==> config.mk <==
export PLATFORM = sky130hd
export DESIGN_NAME = timer_bank
export DESIGN_NICKNAME = d
export VERILOG_FILES = /design/src/rtl/timer_bank.sv
export SDC_FILE = /design/constraint.sdc
export NUM_CORES = 1
export LEC_CHECK = 0
export CORE_AREA = 2 2 183 185
export DETAILED_ROUTE_END_ITERATION = 6
export DIE_AREA = 0 0 185 187
export DONT_BUFFER_PORTS = 1
export PLACE_DENSITY = 0.76
export SYNTH_ARGS = -nofsm -noshare
export SYNTH_HDL_FRONTEND = slang
export SYNTH_SLANG_ARGS = --single-unit
==> constraint.sdc <==
create_clock -name clk -period 27.6 [get_ports clk]
set_input_delay 5.52 -clock clk [delete_from_list [all_inputs] [get_ports clk]]
set_output_delay 5.52 -clock clk [all_outputs]
set_load 0.005 [all_outputs]
==> src/rtl/timer_bank.sv <==
// Multi-channel compare timer bank on the FemtoRV32 bus: one shared prescaler,
// per-channel periodic/one-shot counters, write-1-to-clear pending flags and a masked IRQ.
module timer_bank #(
    parameter int unsigned CHANNELS      = 4,
    parameter int unsigned WIDTH         = 32,
    parameter int unsigned PRESCALE_BITS = 8
) (
    input  logic                clk,
    input  logic                reset,
    input  logic                select,
    input  logic [7:0]          addr,
    input  logic [3:0]          we,
    input  logic [31:0]         wdata,
    output logic [31:0]         rdata,
    output logic                irq,
    output logic [CHANNELS-1:0] irq_vec
);
    localparam logic [1:0] REG_COMPARE = 2'd0;
    localparam logic [1:0] REG_COUNT   = 2'd1;
    localparam logic [1:0] REG_CTRL    = 2'd2;
    localparam logic [1:0] REG_PEND    = 2'd0;
    localparam logic [1:0] REG_IRQEN   = 2'd1;
    localparam logic [1:0] REG_PRESC   = 2'd2;

    logic [WIDTH-1:0]         cmp_q [CHANNELS];
    logic [WIDTH-1:0]         cmp_d [CHANNELS];
    logic [WIDTH-1:0]         cnt_q [CHANNELS];
    logic [WIDTH-1:0]         cnt_d [CHANNELS];
    logic [CHANNELS-1:0]      en_q, en_d, per_q, per_d;
    logic [CHANNELS-1:0]      pend_q, pend_d, irqen_q, irqen_d, hit_c;
    logic [PRESCALE_BITS-1:0] presc_q, presc_d, psc_q, psc_d;
    logic                     wr_c, glob_wr_c, tick_c;
    logic [2:0]               ch_c;
    logic [1:0]               reg_c;
    logic                     unused_addr_lsbs;

    assign unused_addr_lsbs = ^addr[1:0];
    assign ch_c      = addr[6:4];
    assign reg_c     = addr[3:2];
    assign wr_c      = select && (we != 4'b0000);
    assign glob_wr_c = wr_c && addr[7] && (ch_c == 3'd0);
    assign tick_c    = (psc_q == presc_q);

    // Replace only the strobed byte lanes of a register image.
    function automatic logic [31:0] lane_merge(input logic [31:0] old,
                                               input logic [31:0] nw,
                                               input logic [3:0]  be);
        logic [31:0] r;
        r = old;
        for (int b = 0; b < 4; b++) begin
            if (be[b]) r[8*b +: 8] = nw[8*b +: 8];
        end
        return r;
    endfunction

    always_comb begin
        psc_d   = tick_c ? '0 : psc_q + PRESCALE_BITS'(1);
        presc_d = presc_q;
        irqen_d = irqen_q;
        en_d    = en_q;
        per_d   = per_q;
        hit_c   = '0;
        for (int unsigned c = 0; c < CHANNELS; c++) begin
            cmp_d[c] = cmp_q[c];
            cnt_d[c] = cnt_q[c];
        end

        if (glob_wr_c && reg_c == REG_PRESC) begin
            presc_d = PRESCALE_BITS'(lane_merge(32'(presc_q), wdata, we));
            psc_d   = '0;
        end
        if (glob_wr_c && reg_c == REG_IRQEN && we[0]) begin
            irqen_d = wdata[CHANNELS-1:0];
        end

        // Tick behaviour first so that bus writes below take priority.
        for (int unsigned c = 0; c < CHANNELS; c++) begin
            if (tick_c && en_q[c]) begin
                if (cnt_q[c] == cmp_q[c]) begin
                    hit_c[c] = 1'b1;
                    if (per_q[c]) cnt_d[c] = '0;
                    else          en_d[c]  = 1'b0;
                end else begin
                    cnt_d[c] = cnt_q[c] + WIDTH'(1);
                end
            end
            if (wr_c && !addr[7] && ch_c == 3'(c)) begin
                case (reg_c)
                    REG_COMPARE: cmp_d[c] = WIDTH'(lane_merge(32'(cmp_q[c]), wdata, we));
                    REG_COUNT:   cnt_d[c] = WIDTH'(lane_merge(32'(cnt_q[c]), wdata, we));
                    REG_CTRL: begin
                        if (we[0]) begin
                            en_d[c]  = wdata[0];
                            per_d[c] = wdata[1];
                            if (wdata[2]) cnt_d[c] = '0;
                        end
                    end
                    default: ;
                endcase
            end
        end

        pend_d = pend_q;
        if (glob_wr_c && reg_c == REG_PEND && we[0]) begin
            pend_d = pend_q & ~wdata[CHANNELS-1:0];
        end
        pend_d = pend_d | hit_c;
    end

    always_ff @(posedge clk or posedge reset) begin
        if (reset) begin
            for (int unsigned c = 0; c < CHANNELS; c++) begin
                cmp_q[c] <= '1;
                cnt_q[c] <= '0;
            end
            en_q    <= '0;
            per_q   <= '0;
            pend_q  <= '0;
            irqen_q <= '0;
            presc_q <= '0;
            psc_q   <= '0;
        end else begin
            cmp_q   <= cmp_d;
            cnt_q   <= cnt_d;
            en_q    <= en_d;
            per_q   <= per_d;
            pend_q  <= pend_d;
            irqen_q <= irqen_d;
            presc_q <= presc_d;
            psc_q   <= psc_d;
        end
    end

    // Read mux: side-effect free, zero outside implemented registers.
    always_comb begin
        rdata = '0;
        if (select) begin
            if (addr[7]) begin
                if (ch_c == 3'd0) begin
                    case (reg_c)
                        REG_PEND:  rdata = 32'(pend_q);
                        REG_IRQEN: rdata = 32'(irqen_q);
                        REG_PRESC: rdata = 32'(presc_q);
                        default:   rdata = '0;
                    endcase
                end
            end else begin
                for (int unsigned c = 0; c < CHANNELS; c++) begin
                    if (ch_c == 3'(c)) begin
                        case (reg_c)
                            REG_COMPARE: rdata = 32'(cmp_q[c]);
                            REG_COUNT:   rdata = 32'(cnt_q[c]);
                            REG_CTRL:    rdata = {30'd0, per_q[c], en_q[c]};
                            default:     rdata = '0;
                        endcase
                    end
                end
            end
        end
    end

    assign irq_vec = pend_q & irqen_q;
    assign irq     = |irq_vec;

endmodule

==> results by group <==
Critical path
  – Kind of critical path: input port to output port
  – Number of cells on the worst reg-to-reg path: 6
  – Required time of the critical path: 22080 ps
  – Worst setup slack for register-to-register paths: 23580 ps
  – Capturing element type of the critical path: output port
  – CP Max Fanout: 102
  – CP Launch Type: input port
  – Data arrival time of the worst path: 8920 ps

Power
  – P_int: 0.000817 W
  – Clock network fraction of total power: 38.2%
  – Total power divided by cell area: 58.1 nW/um2
  – Combinational group share of total power: 16.3%
  – Lkg Pwr: 7.99 nW
  – Part of the total power dissipated in sequential elements: 45.6%
  – Net Sw Frac: between 30% and 40%
  – Switch Pwr: 0.000395 W
  – Worst supply voltage drop on vdd: 0.0524 mV

Yosys
  – Average size of a mapped cell: 8.66 um2
  – Area leader, netlist: dfrtp_1
  – Fraction of registers with async set/reset: 100%
  – Number of flops mapped to enable cells by yosys: 0
  – Main area contributors after synthesis: dfrtp_1 20%, dfstp_2 17%, mux2_2 8.1%
  – Post-Synthesis Net Count: 2325
  – Number of warnings printed during yosys synthesis: 0
  – Number of distinct library cell variants in the gate-level netlist after synthesis: 76
  – Seq/Total Area, Yosys: 37.5%
  – Area fraction of the dominant cell type after synthesis: 20.4%
  – Most used standard cells in the synthesized netlist: 227 x nor2_1, 179 x nand2_1, 160 x dfrtp_1, 147 x clkbuf_1, 142 x mux2_2
  – Post-synthesis instance total: 2269
  – Most used DFF post-synth: dfrtp_1
  – Register bit total from synthesis: about 290
  – Most instantiated library cell after synthesis: nor2_1
  – Netlist area before placement: 19700 um2

Placed design
  – Global placer's final weighted congestion: around 1.0
  – IO buf count: 0
  – Post-DP HPWL: 57700 um

Clock tree
  – Count of hold-fix buffers inserted at cts: 0
  – Clock insertion delay at the later pin of the skew report: 560 ps
  – Clock Sink Count: 288
  – Clock slew at the register clock pins of the worst setup and hold paths: 60 ps
  – Number of buffers created by CTS: 35
  – Root Buffer: clkbuf_16
  – Maximum count of clock buffers along a single path: 3
  – H-tree depth reported by CTS: 2
  – Total setup buffers inserted after CTS: 0
  – Number of gates resized after cts: 0
  – CTS tree: done

Floorplan
  – Number of top-level pins: 84
  – Area of the die: 34600 um2
  – Height of the die: 187 um
  – Cell row count: 67
  – Die Span X: 185 um
  – Core area: 32900 um2
  – Starting utilization of the core area: between 50% and 60%

Route
  – Average detailed-routed wire length per instance: 31.1 um
  – Vias per Instance: between 7 and 8
  – Count of TritonRoute iterations in the first routing pass: 6
  – DRC viols: 15
  – Post-route antenna net violation count: 0
  – DRT Wirelength: 81700 um
  – Via count: approximately 20000
  – DRT iter0 DRCs: 3088

GRT
  – GRT Total Usage: 46.9%
  – Pin count of the biggest net entering global routing: between 150 and 200
  – Vias in the first global route: 18500
  – Global-route congestion overflow total: 0
  – Wire length of the first global-routing pass: 119000 um
  – Antenna violations before repair: 1

Final layout
  – Number of nets in the layout: 2209
  – Final core utilization: about 64%
  – Area Growth Syn to Fin: 6.20%
  – Ratio of cells with drive above 1 in the final layout: 16.9%

STA
  – Relative slew margins: a little under a fifth
  – Portion of the clock cycle consumed by the worst path in the final layout: 52.3%
  – Final number of hold-violating endpoints: 0
  – Least-Margin Pin Slew: around 1200 ps
  – Clock skew: 11.2 ps
  – Minimum clock period after layout: 14440 ps
  – TNS Setup: 0 ps
  – Total count of max-transition violations in the final report: 0
  – Fmax: 69.2 MHz
  – Unrepaired setup endpoints after global routing: false
  – Final setup viols: 0

Status
  – Outcome: finished with violations
  – Violations in the final reports: design-rule violations

Min path
  – Worst hold stages: 2
  – Path type of the worst min-delay path: flip-flop to flip-flop

Job
  – Max-cap viol count: 0
[per-layer routing]
| layer | GRT usage [%] | share of wire (%) | vias to the layer above |
|---|---|---|---|
| met4 | 36.3 | 9.5 | 0 |
| met3 | 14.3 | 14 | 381 |
| met2 | 62.9 | 40 | 1602 |
| met5 | 0 | 0 | - |
| met1 | 62.7 | 37 | 9486 |
| li1 | - | - | 8309 |
[layout make-up]
cell class	instances	area (um2)
clock buffer	60	1090
sequential	288	7370
inverter	45	176
tap	448	561
multi-input combinational	1765	11500
antenna	4	10.0
clock inverter	3	18.8
fill	2848	12000
timing repair buffer	18	148
[state kept, by name, indices dropped and copies added (netlist names)]
register,count
irqen_q,4
presc_q,8
per_q,4
psc_q,8
cnt_q,128
cmp_q,128
pend_q,4
en_q,4
[worst max-delay path, stage by stage]
cell and delay (ps):
inv_1 120, ha_4 360, buf_4 800, buf_4 990, a22oi_1 280, o22ai_1 490
nor2_1 160, nor2_1 140
[metrics by stage]
stage / setup WS, ps / hold WS [ps] / area [um2] / total power [W] / std cells
after floorplan: 14340 / 461 / 19700 / 0.000666 / 2269
after global placement: 13340 / 481 / 19800 / 0.000733 / 2564
after detailed placement: 13330 / 494 / 19800 / 0.000740 / 2564
after CTS: 13320 / 502 / 20900 / 0.00120 / 2627
after global routing: 13100 / 538 / 20900 / 0.00124 / 2627
final: 13160 / 504 / 20900 / 0.00121 / 2631
[cell usage in the layout, fill, tap and decap left out, types with 17 or more instances in the layout]
master,Yosys,routed
nor2_1,227,227
nand2_1,179,179
dfrtp_1,160,160
mux2_2,142,142
xor2_1,141,141
nand3_1,137,137
dfstp_2,128,128
o21ai_0,115,115
a22oi_1,115,115
a21oi_1,94,94
o22ai_1,66,66
nor3_1,50,48
nor4_1,46,46
inv_1,45,44
nand4_1,41,41
clkbuf_16,0,37
a31oi_1,35,35
o211ai_1,30,30
and3_1,23,23
mux2i_1,18,18
or3_1,17,17
buf_4,1,17
[worst paths after layout]
path	startpoint	end
worst max-delay path	addr[3]	rdata[11]
worst min-delay path	cmp_q[32]	cmp_q[32]
worst max register to register	presc_q[2]	cnt_q[19]
worst min register to register	cmp_q[32]	cmp_q[32]
max in group asynchronous	reset	cnt_q[61]
min in group asynchronous	reset	cnt_q[3]
[power by group through the flow]
| stage | sequential, W | clock [W] | combinational [W] |
|---|---|---|---|
| 2_1_floorplan | 0.000515 | 0 | 0.000151 |
| 3_3_place_gp | 0.000549 | 0 | 0.000183 |
| 3_5_place_dp | 0.000553 | 0 | 0.000188 |
| 4_1_cts | 0.000547 | 0.000462 | 0.000189 |
| 5_1_grt | 0.000557 | 0.000476 | 0.000209 |
| 6_report | 0.000553 | 0.000463 | 0.000197 |
[cell families (layout without fill, tap and decap cells)]
logic type      after synthesis  in the layout  synth area share (%)
mux                         160            160                  9.05
fa+ha+maj                     9              9                 0.573
buf+inv                     216            126                  4.20
compound gates              642            642                  22.3
flops                       288            288                  37.5
simple gates                811            811                  20.0
other cells                   0              4                     0
xor+xnor                    143            143                  6.37
No activity file was read; power rests on OpenSTA's default activity.
